**src/rtl/rti_write_arbiter.sv**
```systemverilog
`default_nettype none
// ============================================================================
//  Module   : rti_write_arbiter
//  Purpose  : Merges NUM_SRC fire-and-forget RTI producer streams into one
//             RTI_Core FIFO write port. Each source has a one-entry holding
//             register. A round-robin arbiter drains the holding registers
//             under fifo_full backpressure. Drops are flagged per source and
//             counted with saturation.
//  Options  : RTI_ARB_SRC_TAG_EN - when defined, the top SRC_ID_WIDTH bits
//             of fifo_din carry the granted source index.
//  Revision : 1.0 - initial release
// ============================================================================
module rti_write_arbiter #(
  parameter int NUM_SRC      = 4,
  parameter int DATA_WIDTH   = 128,
  parameter int SRC_ID_WIDTH = 2
) (
  input  logic                          rtio_clk,
  input  logic                          rtio_resetn,
  input  logic                          flush,
  input  logic                          clear_err,
  input  logic [NUM_SRC-1:0]            src_write,
  input  logic [NUM_SRC*DATA_WIDTH-1:0] src_data,
  input  logic                          fifo_full,
  output logic                          fifo_write,
  output logic [DATA_WIDTH-1:0]         fifo_din,
  output logic [NUM_SRC-1:0]            src_pending,
  output logic [NUM_SRC-1:0]            src_overflow,
  output logic [15:0]                   drop_count
);

  localparam logic [SRC_ID_WIDTH-1:0] C_RR_RESET = SRC_ID_WIDTH'(NUM_SRC - 1);

  logic [NUM_SRC-1:0]     hold_valid_q, hold_valid_d;
  logic [DATA_WIDTH-1:0]  hold_data_q [NUM_SRC];
  logic [DATA_WIDTH-1:0]  hold_data_d [NUM_SRC];
  logic [SRC_ID_WIDTH-1:0] rr_ptr_q, rr_ptr_d;
  logic                   fifo_write_q, fifo_write_d;
  logic [DATA_WIDTH-1:0]  fifo_din_q, fifo_din_d;
  logic [NUM_SRC-1:0]     overflow_q, overflow_d;
  logic [15:0]            drop_count_q, drop_count_d;

  logic                    w_grant_valid;
  logic [SRC_ID_WIDTH-1:0] w_grant_idx;
  logic [NUM_SRC-1:0]      w_grant_onehot;
  logic [DATA_WIDTH-1:0]   w_payload;
  logic [NUM_SRC-1:0]      w_drops;
  logic [4:0]              w_ndrops;
  logic [16:0]             w_drop_sum;

  // Round-robin search: first valid holding register after rr_ptr, wrapping.
  always_comb begin : p_grant
    logic [SRC_ID_WIDTH:0] cand;
    w_grant_valid  = 1'b0;
    w_grant_idx    = '0;
    w_grant_onehot = '0;
    cand           = '0;
    for (int k = 1; k <= NUM_SRC; k++) begin
      cand = {1'b0, rr_ptr_q} + (SRC_ID_WIDTH+1)'(k);
      if (cand >= (SRC_ID_WIDTH+1)'(NUM_SRC)) cand = cand - (SRC_ID_WIDTH+1)'(NUM_SRC);
      if (!w_grant_valid && !fifo_full && !flush && hold_valid_q[cand[SRC_ID_WIDTH-1:0]]) begin
        w_grant_valid = 1'b1;
        w_grant_idx   = cand[SRC_ID_WIDTH-1:0];
      end
    end
    if (w_grant_valid) w_grant_onehot[w_grant_idx] = 1'b1;
  end

  // Word presented to the FIFO, optionally tagged with its origin.
  always_comb begin
    w_payload = hold_data_q[w_grant_idx];
`ifdef RTI_ARB_SRC_TAG_EN
    w_payload = {w_grant_idx, hold_data_q[w_grant_idx][DATA_WIDTH-SRC_ID_WIDTH-1:0]};
`endif
  end

  // Next state: grant/drain, per-source load or drop, flush and error tracking.
  always_comb begin
    hold_valid_d = hold_valid_q;
    hold_data_d  = hold_data_q;
    rr_ptr_d     = rr_ptr_q;
    fifo_write_d = 1'b0;
    fifo_din_d   = fifo_din_q;
    w_drops      = '0;
    w_ndrops     = '0;
    if (flush) begin
      // Writes arriving during a flush are discarded silently.
      hold_valid_d = '0;
    end else begin
      if (w_grant_valid) begin
        fifo_write_d              = 1'b1;
        fifo_din_d                = w_payload;
        rr_ptr_d                  = w_grant_idx;
        hold_valid_d[w_grant_idx] = 1'b0;
      end
      for (int i = 0; i < NUM_SRC; i++) begin
        if (src_write[i]) begin
          // A granted slot may be refilled in the same cycle without loss.
          if (!hold_valid_q[i] || w_grant_onehot[i]) begin
            hold_valid_d[i] = 1'b1;
            hold_data_d[i]  = src_data[i*DATA_WIDTH +: DATA_WIDTH];
          end else begin
            w_drops[i] = 1'b1;
            w_ndrops   = w_ndrops + 5'd1;
          end
        end
      end
    end
    w_drop_sum = {1'b0, drop_count_q} + 17'(w_ndrops);
    // A drop coinciding with clear_err survives the clear.
    if (clear_err) begin
      overflow_d   = w_drops;
      drop_count_d = 16'(w_ndrops);
    end else begin
      overflow_d   = overflow_q | w_drops;
      drop_count_d = w_drop_sum[16] ? 16'hFFFF : w_drop_sum[15:0];
    end
  end

  // State registers with asynchronous active-low reset.
  always_ff @(posedge rtio_clk or negedge rtio_resetn) begin
    if (!rtio_resetn) begin
      hold_valid_q <= '0;
      for (int i = 0; i < NUM_SRC; i++) hold_data_q[i] <= '0;
      rr_ptr_q     <= C_RR_RESET;
      fifo_write_q <= 1'b0;
      fifo_din_q   <= '0;
      overflow_q   <= '0;
      drop_count_q <= '0;
    end else begin
      hold_valid_q <= hold_valid_d;
      hold_data_q  <= hold_data_d;
      rr_ptr_q     <= rr_ptr_d;
      fifo_write_q <= fifo_write_d;
      fifo_din_q   <= fifo_din_d;
      overflow_q   <= overflow_d;
      drop_count_q <= drop_count_d;
    end
  end

  assign fifo_write   = fifo_write_q;
  assign fifo_din     = fifo_din_q;
  assign src_pending  = hold_valid_q;
  assign src_overflow = overflow_q;
  assign drop_count   = drop_count_q;

endmodule
`default_nettype wire

```
**config.mk**
```make
export PLATFORM = sky130hd
export DESIGN_NAME = rti_write_arbiter
export DESIGN_NICKNAME = d
export VERILOG_FILES = /design/src/rtl/rti_write_arbiter.sv
export SDC_FILE = /design/constraint.sdc
export NUM_CORES = 1
export LEC_CHECK = 0
export ABC_AREA = 1
export CELL_PAD_IN_SITES_DETAIL_PLACEMENT = 2
export CELL_PAD_IN_SITES_GLOBAL_PLACEMENT = 2
export CORE_MARGIN = 1
export CORE_UTILIZATION = 34
export CTS_BUF_LIST = sky130_fd_sc_hd__clkbuf_8
export DETAILED_ROUTE_END_ITERATION = 16
export GPL_TIMING_DRIVEN = 0
export PLACE_DENSITY_LB_ADDON = 0.1
export SYNTH_ARGS = -nofsm -noshare
export SYNTH_HDL_FRONTEND = slang
export SYNTH_SLANG_ARGS = --single-unit
```
**constraint.sdc**
```tcl
create_clock -name rtio_clk -period 6.9 [get_ports rtio_clk]
set_clock_uncertainty 0.2 [all_clocks]
set_input_delay 1.035 -clock rtio_clk [delete_from_list [all_inputs] [get_ports rtio_clk]]
set_output_delay 1.035 -clock rtio_clk [all_outputs]
set_load 0.01 [all_outputs]
```
==> out/qor.yml, run 1 <==
outcome:
  outcome: "finished, final reports clean"
placement:
  place_ws_ns: -0.603
  dp.cells: 4259
  io_buffers: 671
  place.detailed.hpwl_um: 87900
  place.gp.congestion: 0.843
grt:
  grtUsageTotal_pct: 26.8
  overflow: 0
  antenna_found_initial: 62
  grt_max_degree: 111
  grt_pass1_wl_um: 172000
  grt_pass1_vias: 26100
cells_and_area:
  synthToLayoutAreaGrowth_pct: 37.6
  nNetsFinal: 3766
  layout-drive-gt1-share_pct: 21.5
  stdcell_count: 4520
timing:
  hold_viol: 0
  slew_headroom_pct: 20.0
  worst_pin_slew_ns: 1.20
  layout_min_cycle_time_ns: 6.32
  timing.final.ws_setup_ns: 0.580
  period_share_pct: 91.6
  fmax_mhz: 158
  setup_viol: 0
  slew_viol_final: 0
  grt_setup_unrepaired: "false"
clock_tree:
  clock_latency_ns: 0.74
  clock-sinks: 667
  cts_buffers: 120
  htreeDepth: 3
  cts_hold_buf: 0
  cts-root-buf: "clkbuf_8"
  cts-resized-gates: 0
  post-cts-setup-buffer-count: 0
  path_clk_slew_ns: 0.06
  cts.path.max_buffers: 3
  tritoncts: "done"
floorplan:
  initial_utilization_pct: 34.5
  die_h_um: 296
  core_um2: 85400
  die_w_um: 296
  die_area_um2: 87800
  fp-row-count: 107
  io_pins: 674
detailed_routing:
  ant_nets: 0
  vias: 22600
  drc_errors: 0
  drtIter0Drc: 815
  drt_wl_total_um: 119000
  via_per_inst: 5.00
  dr.pass1.iters: 4
  routedWlPerCell_um: 26.2
power:
  power.total_uw: 16300
  p_leak_uw: 0.0186
  vdd.ir_drop.worst_mv: 0.212
  power.density_nw_per_um2: 402
yosys:
  syn_inst: 2438
  syn_area_per_cell_um2: 12.1
  ys.flop_type: "dfrtp_1"
  synth_cell_types: 39
  synth_edf_count: 0
  seq_area_frac_synth_pct: 56.7
  synth_top_area_share_pct: 56.5
  netlist.top_cell.by_area: "dfrtp_1"
  netlist_area_um2: 29400
  netlist_top_cells_count: "nand2_1 (717), dfrtp_1 (665), mux2_4 (240)"
  synth-seq-cells: 667
  synth_nets: 2967
  ys_warn_count: 0
  synthArstFlopShare_pct: 100
  synthTopCellsByArea: "dfrtp_1 (57%), mux2_4 (12%), nand2_1 (9.1%)"
  synth.most_common_cell: "nand2_1"
critical_path:
  crit_path_top_delay_cell: "clkdlybuf4s50_1"
  crit_path_end_kind: "flip-flop"
  max_stage_delay_ns: 0.41
  path_max_fanout: 6
  worstSetupPathType: "in -> reg"
  required_ns: 7.37
  arrival_ns: 6.79
  crit_path_start_kind: "input pin"
  path_common_cell: "nand2_1"
flow_run:
  cap_viol_max_count: 0
hold_path:
  hp-class: "in -> async"
## stage by stage
step	utilization (%)	TNS, ns	hold slack [ns]	cell area, µm²
6_report	47.4	0	0.142	40500
5_1_grt	47.4	0	0.141	40500
3_3_place_gp	44.0	-	0.263	37600
4_1_cts	47.3	0	0.124	40400
2_1_floorplan	-	0	0.265	29400
3_5_place_dp	44.2	-3.67	0.269	37800
## cells by family after synthesis
family | Yosys count | share of synthesized area, %
and+or+nand+nor | 909 | 12.8
DFF | 667 | 56.7
muxes | 512 | 22.6
buffers and inverters | 187 | 4.00
AOI/OAI and AO/OA | 146 | 3.29
xor gates and xnor gates | 9 | 0.268
adders and majority gates | 8 | 0.365
## placed cells by master, fill, tap and decap left out, types with 53 or more instances in the layout
master,synthesis,final
nor2_1,56,56
clkbuf_8,0,160
clkdlybuf4s50_1,0,670
buf_2,53,53
buf_6,53,53
nand2_1,717,717
mux2_4,240,240
mux2_2,152,152
nand4_1,100,100
mux2_1,120,120
dfrtp_1,665,665
inv_1,39,75
a22oi_1,70,70
## worst max-delay path: cells and delay by family
kind,cells,cell delay (ns)
buffers and inverters,4,0.71
AND/OR/NAND/NOR,16,2.72
adder cells (fa/ha/maj),4,1.07
AO/OA/AOI/OAI,8,1.23
## final timing paths
kind                                      startpoint                           to  slack (ns)  depth (start not counted)
setup / recovery                           fifo_full      drop_count[3]$_DFF_PN0_        0.58                         32
hold / removal                           rtio_resetn  hold_data_q[38]$_DFFE_PN0P_        0.14                          1
setup reg to reg             rr_ptr_q[0]$_DFFE_PN1P_      drop_count[3]$_DFF_PN0_        0.79                         36
hold reg to reg            fifo_din[105]$_DFFE_PN0P_    fifo_din[105]$_DFFE_PN0P_        0.29                          2
max in group asynchronous                rtio_resetn    fifo_din[109]$_DFFE_PN0P_        4.36                          4
min in group rtio_clk      fifo_din[105]$_DFFE_PN0P_    fifo_din[105]$_DFFE_PN0P_        0.29                          2
## final cells by class
cell class	count	area (µm²)
antenna	42	105
buffer	143	1010
clock buffer	160	2200
clock inverter	59	432
fill	8658	44900
inverter	44	165
multi-input combinational	1584	11600
sequential	667	16700
tap	1144	1430
timing repair buffer	677	6890
## routing by layer
layer	wire length [µm]	part of all wire, %	GRT usage [%]
met1	44800	38	30.0
met5	408	0.34	0
met2	60700	51	46.9
met4	4210	3.5	10.7
met3	8490	7.2	8.49
## power by group
part | internal (µW) | switching, µW
registers | 5250 | 824
clock network | 2320 | 1770
logic | 2830 | 3290
## state kept, by name (all words and copies together) (netlist names)
register	cells
fifo_din	128
rr_ptr_q	2
src_pending	4
fifo_write	1
src_overflow	4
hold_data_q	512
drop_count	16
No activity file was read; power rests on OpenSTA's default activity.
==> inputs of run 2 (changes only) <==
--- a/config.mk
+++ b/config.mk
@@ -13,7 +13,7 @@
 export CTS_BUF_LIST = sky130_fd_sc_hd__clkbuf_8
 export DETAILED_ROUTE_END_ITERATION = 16
 export GPL_TIMING_DRIVEN = 0
-export PLACE_DENSITY_LB_ADDON = 0.1
+export PLACE_DENSITY = 0.86
 export SYNTH_ARGS = -nofsm -noshare
 export SYNTH_HDL_FRONTEND = slang
 export SYNTH_SLANG_ARGS = --single-unit
==> run 2 against run 1 <==
Sequential power rose by 2%. Non-clock buffer count fell by 1. First-iteration DRC count rose by 23%. Largest cell class unchanged. Highest routed layer unchanged. Register-to-register slack got worse by 0.15 ns.
==> out/qor.yml, run 2 (synthesis gave the netlist of run 1 again) <==
outcome:
  outcome: "finished, final reports clean"
cells_and_area:
  layout-drive-gt1-share_pct: 21.6
  nNetsFinal: 3763
  final_common_cell: "nand2_1"
  fin_area_um2: 40600
  largest_reg_flops: 512
  regMostFlops: "hold_data_q"
  most-common-layout-cells: "nand2_1 (717), clkdlybuf4s50_1 (670), dfrtp_1 (665), mux2_4 (240), clkbuf_8 (157)"
  synthToLayoutAreaGrowth_pct: 37.7
timing:
  setup_viol: 0
  worst_pin_slew_ns: 1.37
  period_share_pct: 92.1
  fmax_mhz: 157
  timing.hold.ws_ns: 0.170
  hold_viol: 0
  slew_headroom_pct: 8.54
  timing.final.ws_setup_ns: 0.548
  layout_min_cycle_time_ns: 6.35
  slew_viol_final: 0
grt:
  antenna_found_initial: 81
  overflow: 0
  grt_pass1_vias: 27200
  grt_max_degree: 116
  grt_pass1_wl_um: 189000
  grtUsageTotal_pct: 29.7
placement:
  io_buffers: 671
  place.gp.congestion: 0.850
  place.detailed.hpwl_um: 91300
  place_ws_ns: -0.561
  placedInstanceArea_um2: 37700
critical_path:
  path_common_cell: "nand2_1"
  crit_path_start_kind: "input pin"
  arrival_ns: 6.80
  crit_path_top_delay_cell: "clkdlybuf4s50_1"
  worstSetupPathType: "in -> reg"
  path_max_fanout: 6
  crit_path_end_kind: "flip-flop"
  max_stage_delay_ns: 0.42
  required_ns: 7.35
detailed_routing:
  drtIter0Drc: 1005
  drt_wl_total_um: 134000
  vias: 23500
  via_per_inst: 5.17
  dr.pass1.iters: 4
  drc_errors: 0
  ant_nets: 0
  routedWlPerCell_um: 29.5
clock_tree:
  clock-sinks: 667
  cts_buffers: 118
  clock_latency_ns: 0.73
  cts.path.max_buffers: 3
  cts_hold_buf: 0
  cts-root-buf: "clkbuf_8"
  path_clk_slew_ns: 0.07
  htreeDepth: 3
  tritoncts: "done"
power:
  power.density_nw_per_um2: 416
  p_leak_uw: 0.0186
  vdd.ir_drop.worst_mv: 0.222
floorplan:
  initial_utilization_pct: 34.5
  die_area_um2: 87800
  die_h_um: 296
  fp-row-count: 107
  die_w_um: 296
  io_pins: 674
  core_um2: 85400
flow_run:
  cap_viol_max_count: 0
hold_path:
  hp-class: "in -> async"
run 2: cell types whose count changed in the layout (fill, tap and decap cells not counted), sizes merged:
cell	previous run	this run
buf	122	121
clkbuf	188	185
clkinvlp	1	0
diode	42	73
inv	81	77
clkinv	14	19
run 2: layout make-up:
type | instances | area, µm²
inverter | 44 | 165
clock buffer | 157 | 2160
clock inverter | 59 | 469
buffer | 143 | 1010
multi-input combinational | 1584 | 11600
fill | 8576 | 44900
antenna | 73 | 183
timing repair buffer | 676 | 6860
sequential | 667 | 16700
tap | 1144 | 1430
run 2: worst max-delay path, delay by kind of cell:
kind / cells / cell delay (ns)
AOI/OAI and AO/OA: 8 / 1.37
adders and majority gates: 4 / 1.05
and+or+nand+nor: 16 / 2.59
buffers and inverters: 4 / 0.73
run 2: per-stage QoR:
stage / utilization, % / setup TNS, ns / power, µW / instances
final: 47.5 / 0 / 16900 / 4547
after global routing: 47.4 / -0.0560 / 17600 / 4536
after CTS: 47.3 / 0 / 16900 / 4474
after detailed placement: 44.2 / -3.59 / 12500 / 4258
after global placement: 44.0 / - / 12000 / 4253
after floorplan: - / 0 / 9320 / 2438
run 2: path summary, 6_finish.rpt:
path	from	endpoint	slack, ns	cells past startpoint
setup / recovery	fifo_full	drop_count[1]$_DFF_PN0_	0.55	32
hold reg to reg	fifo_din[127]$_DFFE_PN0P_	fifo_din[127]$_DFFE_PN0P_	0.28	2
max in group asynchronous	rtio_resetn	hold_data_q[27]$_DFFE_PN0P_	4.61	3
hold / removal	rtio_resetn	hold_data_q[199]$_DFFE_PN0P_	0.17	1
setup reg to reg	rr_ptr_q[0]$_DFFE_PN1P_	drop_count[1]$_DFF_PN0_	0.64	35
min in group rtio_clk	fifo_din[127]$_DFFE_PN0P_	fifo_din[127]$_DFFE_PN0P_	0.28	2
run 2: layer usage:
layer | up-vias | part of all wire, % | global-route usage, %
met5 | - | 0.13 | 0
met4 | 22 | 6.3 | 18.6
met3 | 358 | 5.9 | 6.85
met2 | 842 | 50 | 51.1
met1 | 12300 | 37 | 33.1
li1 | 9980 | - | -
run 2: power breakdown:
part | switching, µW | internal [µW]
logic | 3690 | 2830
registers | 964 | 5250
clock network | 1850 | 2300
total | 6500 | 10400
run 2: what timing repair did:
| action | 4_1_cts | 5_1_grt |
|---|---|---|
| buffers inserted | 0 | 0 |
| endpoints found under the setup margin | 0 | 3 |
| gates resized for setup | 0 | 1 |
| hold endpoints to repair | 0 | 0 |
==> inputs of run 3 (changes only) <==
--- a/config.mk
+++ b/config.mk
@@ -9,11 +9,12 @@
 export CELL_PAD_IN_SITES_DETAIL_PLACEMENT = 2
 export CELL_PAD_IN_SITES_GLOBAL_PLACEMENT = 2
 export CORE_MARGIN = 1
-export CORE_UTILIZATION = 34
+export CORE_UTILIZATION = 43
 export CTS_BUF_LIST = sky130_fd_sc_hd__clkbuf_8
 export DETAILED_ROUTE_END_ITERATION = 16
+export DONT_BUFFER_PORTS = 1
 export GPL_TIMING_DRIVEN = 0
-export PLACE_DENSITY = 0.86
+export PLACE_DENSITY_LB_ADDON = 0.1
 export SYNTH_ARGS = -nofsm -noshare
 export SYNTH_HDL_FRONTEND = slang
 export SYNTH_SLANG_ARGS = --single-unit
==> constraint.sdc (replaced) <==
create_clock -name rtio_clk -period 6.9 [get_ports rtio_clk]
set_clock_uncertainty 0.2 [all_clocks]
set_input_delay 1.38 -clock rtio_clk [delete_from_list [all_inputs] [get_ports rtio_clk]]
set_output_delay 1.38 -clock rtio_clk [all_outputs]
set_load 0.01 [all_outputs]
==> run 3 against run 2 <==
The run now ends with slew limit left. Die area decreased by 21%. Critical path depth increased by 1. Via count decreased by 14%. Fmax increased by 1.1%. Count of clock-buffer cells in the layout decreased by 15. Combinational power decreased by 29%. Power decreased by 12%. Critical endpoint is now drop_count[2]$_DFF_PN0_. Largest cell class unchanged.
==> out/qor.yml, run 3 (synthesis gave the netlist of run 1 again) <==
placement:
  placedInstanceArea_um2: 30500
  place.gp.congestion: 0.889
  io_buffers: 0
  place.detailed.hpwl_um: 78100
  dp.cells: 3311
outcome:
  outcome: "finished, violations left"
  violations: "slew limit"
timing:
  slew_headroom_pct: -44.0
  hold_viol: 0
  final.setup.tns_ns: 0
  timing.hold.ws_ns: 0.153
  layout_min_cycle_time_ns: 6.28
  setup_viol: 0
  fmax_mhz: 159
  slew_viol_final: 218
  period_share_pct: 91.1
  grt_setup_unrepaired: "false"
  worst_pin_slew_ns: 2.16
critical_path:
  max_stage_delay_ns: 0.35
  r2r-end: "drop_count[2]$_DFF_PN0_"
  path_max_fanout: 10
  path_common_cell: "nand2_1"
  worstSetupPathType: "in -> reg"
  crit_path_end_kind: "flip-flop"
  r2r_start: "rr_ptr_q[0]$_DFFE_PN1P_"
  arrival_ns: 6.74
  ff2ff_path_depth: 37
  required_ns: 7.36
  crit_path_top_delay_cell: "nor2_2"
  crit_path_start_kind: "input pin"
  rrSetupSlack_ns: 0.87
grt:
  overflow: 0
  grt_pass1_wl_um: 157000
  antenna_found_initial: 84
  grt_max_degree: 668
  grtUsageTotal_pct: 30.8
  grt_pass1_vias: 22700
power:
  vdd.ir_drop.worst_mv: 0.183
  clkPwrFrac_pct: 25.1
  seq_power_share_pct: 43.7
  internal_power_uw: 9230
  power.total_uw: 14800
  p_comb_share_pct: 31.3
  power.density_nw_per_um2: 448
  p_leak_uw: 0.0157
  power.share.switching_pct: 37.6
  p_switching_uw: 5560
floorplan:
  initial_utilization_pct: 43.6
  die_area_um2: 69500
  fp-row-count: 95
  core_um2: 67500
  die_h_um: 264
  die_w_um: 264
  io_pins: 674
detailed_routing:
  drc_errors: 0
  highest_layer: "met5"
  ant_nets: 0
  drt_wl_total_um: 108000
  via_per_inst: 5.67
  routed-wl-met2_um: 53800
  wl_met3_um: 8670
  routedWlPerCell_um: 30.3
  vias: 20300
  drtIter0Drc: 1228
  dr.pass1.iters: 5
  met1_length_um: 41500
cells_and_area:
  regArea_um2: 16700
  multiInputGateArea_um2: 11600
  regMostFlops: "hold_data_q"
  n_fill_cell: 6702
  final_common_cell: "nand2_1"
  fin_area_um2: 33000
  layout-drive-gt1-share_pct: 26.3
  synthToLayoutAreaGrowth_pct: 12.2
  most-common-layout-cells: "nand2_1 (717), dfrtp_1 (665), mux2_4 (240), mux2_2 (152), clkbuf_8 (142)"
  nNetsFinal: 3084
  stdcell_count: 3571
  largest_reg_flops: 512
hold_path:
  hp-class: "in -> async"
flow_run:
  cap_viol_max_count: 0
clock_tree:
  clock-sinks: 667
  post-cts-setup-buffer-count: 0
  cts-root-buf: "clkbuf_8"
  htreeDepth: 3
  clock_latency_ns: 0.74
  tritoncts: "done"
  cts_buffers: 115
  cts.path.max_buffers: 3
  cts_hold_buf: 0
  path_clk_slew_ns: 0.06
[run 3: power by group through the flow]
| stage | Sequential, µW | Clock [µW] | Combinational [µW] |
|---|---|---|---|
| global route | 6580 | 3950 | 5070 |
| floorplan | 6010 | 0 | 3310 |
| finish | 6460 | 3710 | 4620 |
| CTS | 6440 | 3780 | 4670 |
| global placement | 6400 | 0 | 4390 |
| detailed placement | 6480 | 0 | 4620 |
[run 3: repair_timing]
action                                  CTS  global route
hold endpoints to repair                  0             0
gates resized for setup                   0             3
endpoints found under the setup margin    0             6
[run 3: final cells by class]
cell class / instances / share of cell area [%]
Antenna cell: 61 / 0.462
Multi-Input combinational cell: 1584 / 35.1
Tap cell: 873 / 3.31
Clock inverter: 57 / 1.14
Inverter: 44 / 0.500
Clock buffer: 142 / 5.92
Buffer: 143 / 3.06
Sequential cell: 667 / 50.5
[run 3: through the flow]
stage / utilization, % / setup WS, ns
after detailed placement: 45.2 / -0.692
after floorplan: - / 0.947
after global placement: 45.2 / -0.367
final: 48.9 / 0.615
after global routing: 48.9 / 0.138
after CTS: 48.7 / 0.0456
[run 3: worst max-delay path, delay by kind of cell]
kind / cells / cell delay [ns]
adder cells (fa/ha/maj): 4 / 1.12
AO/OA/AOI/OAI: 6 / 1.03
AND/OR/NAND/NOR: 19 / 2.82
buffers and inverters: 4 / 0.37
[run 3: how the worst max path moves through the flow]
stage	start	endpoint	slack, ns
final	flush	drop_count[2]$_DFF_PN0_	0.62
after global routing	flush	drop_count[2]$_DFF_PN0_	0.14
after CTS	flush	drop_count[2]$_DFF_PN0_	0.05
after detailed placement	flush	drop_count[2]$_DFF_PN0_	-0.69
after global placement	flush	drop_count[2]$_DFF_PN0_	-0.37
after floorplan	flush	drop_count[1]$_DFF_PN0_	0.95
[run 3: metal layers]
| metal | vias up | global-route usage [%] |
|---|---|---|
| met5 | - | 0 |
| met2 | 683 | 51.4 |
| met3 | 251 | 10.6 |
| met4 | 44 | 13.2 |
| met1 | 10700 | 36.0 |
| li1 | 8590 | - |
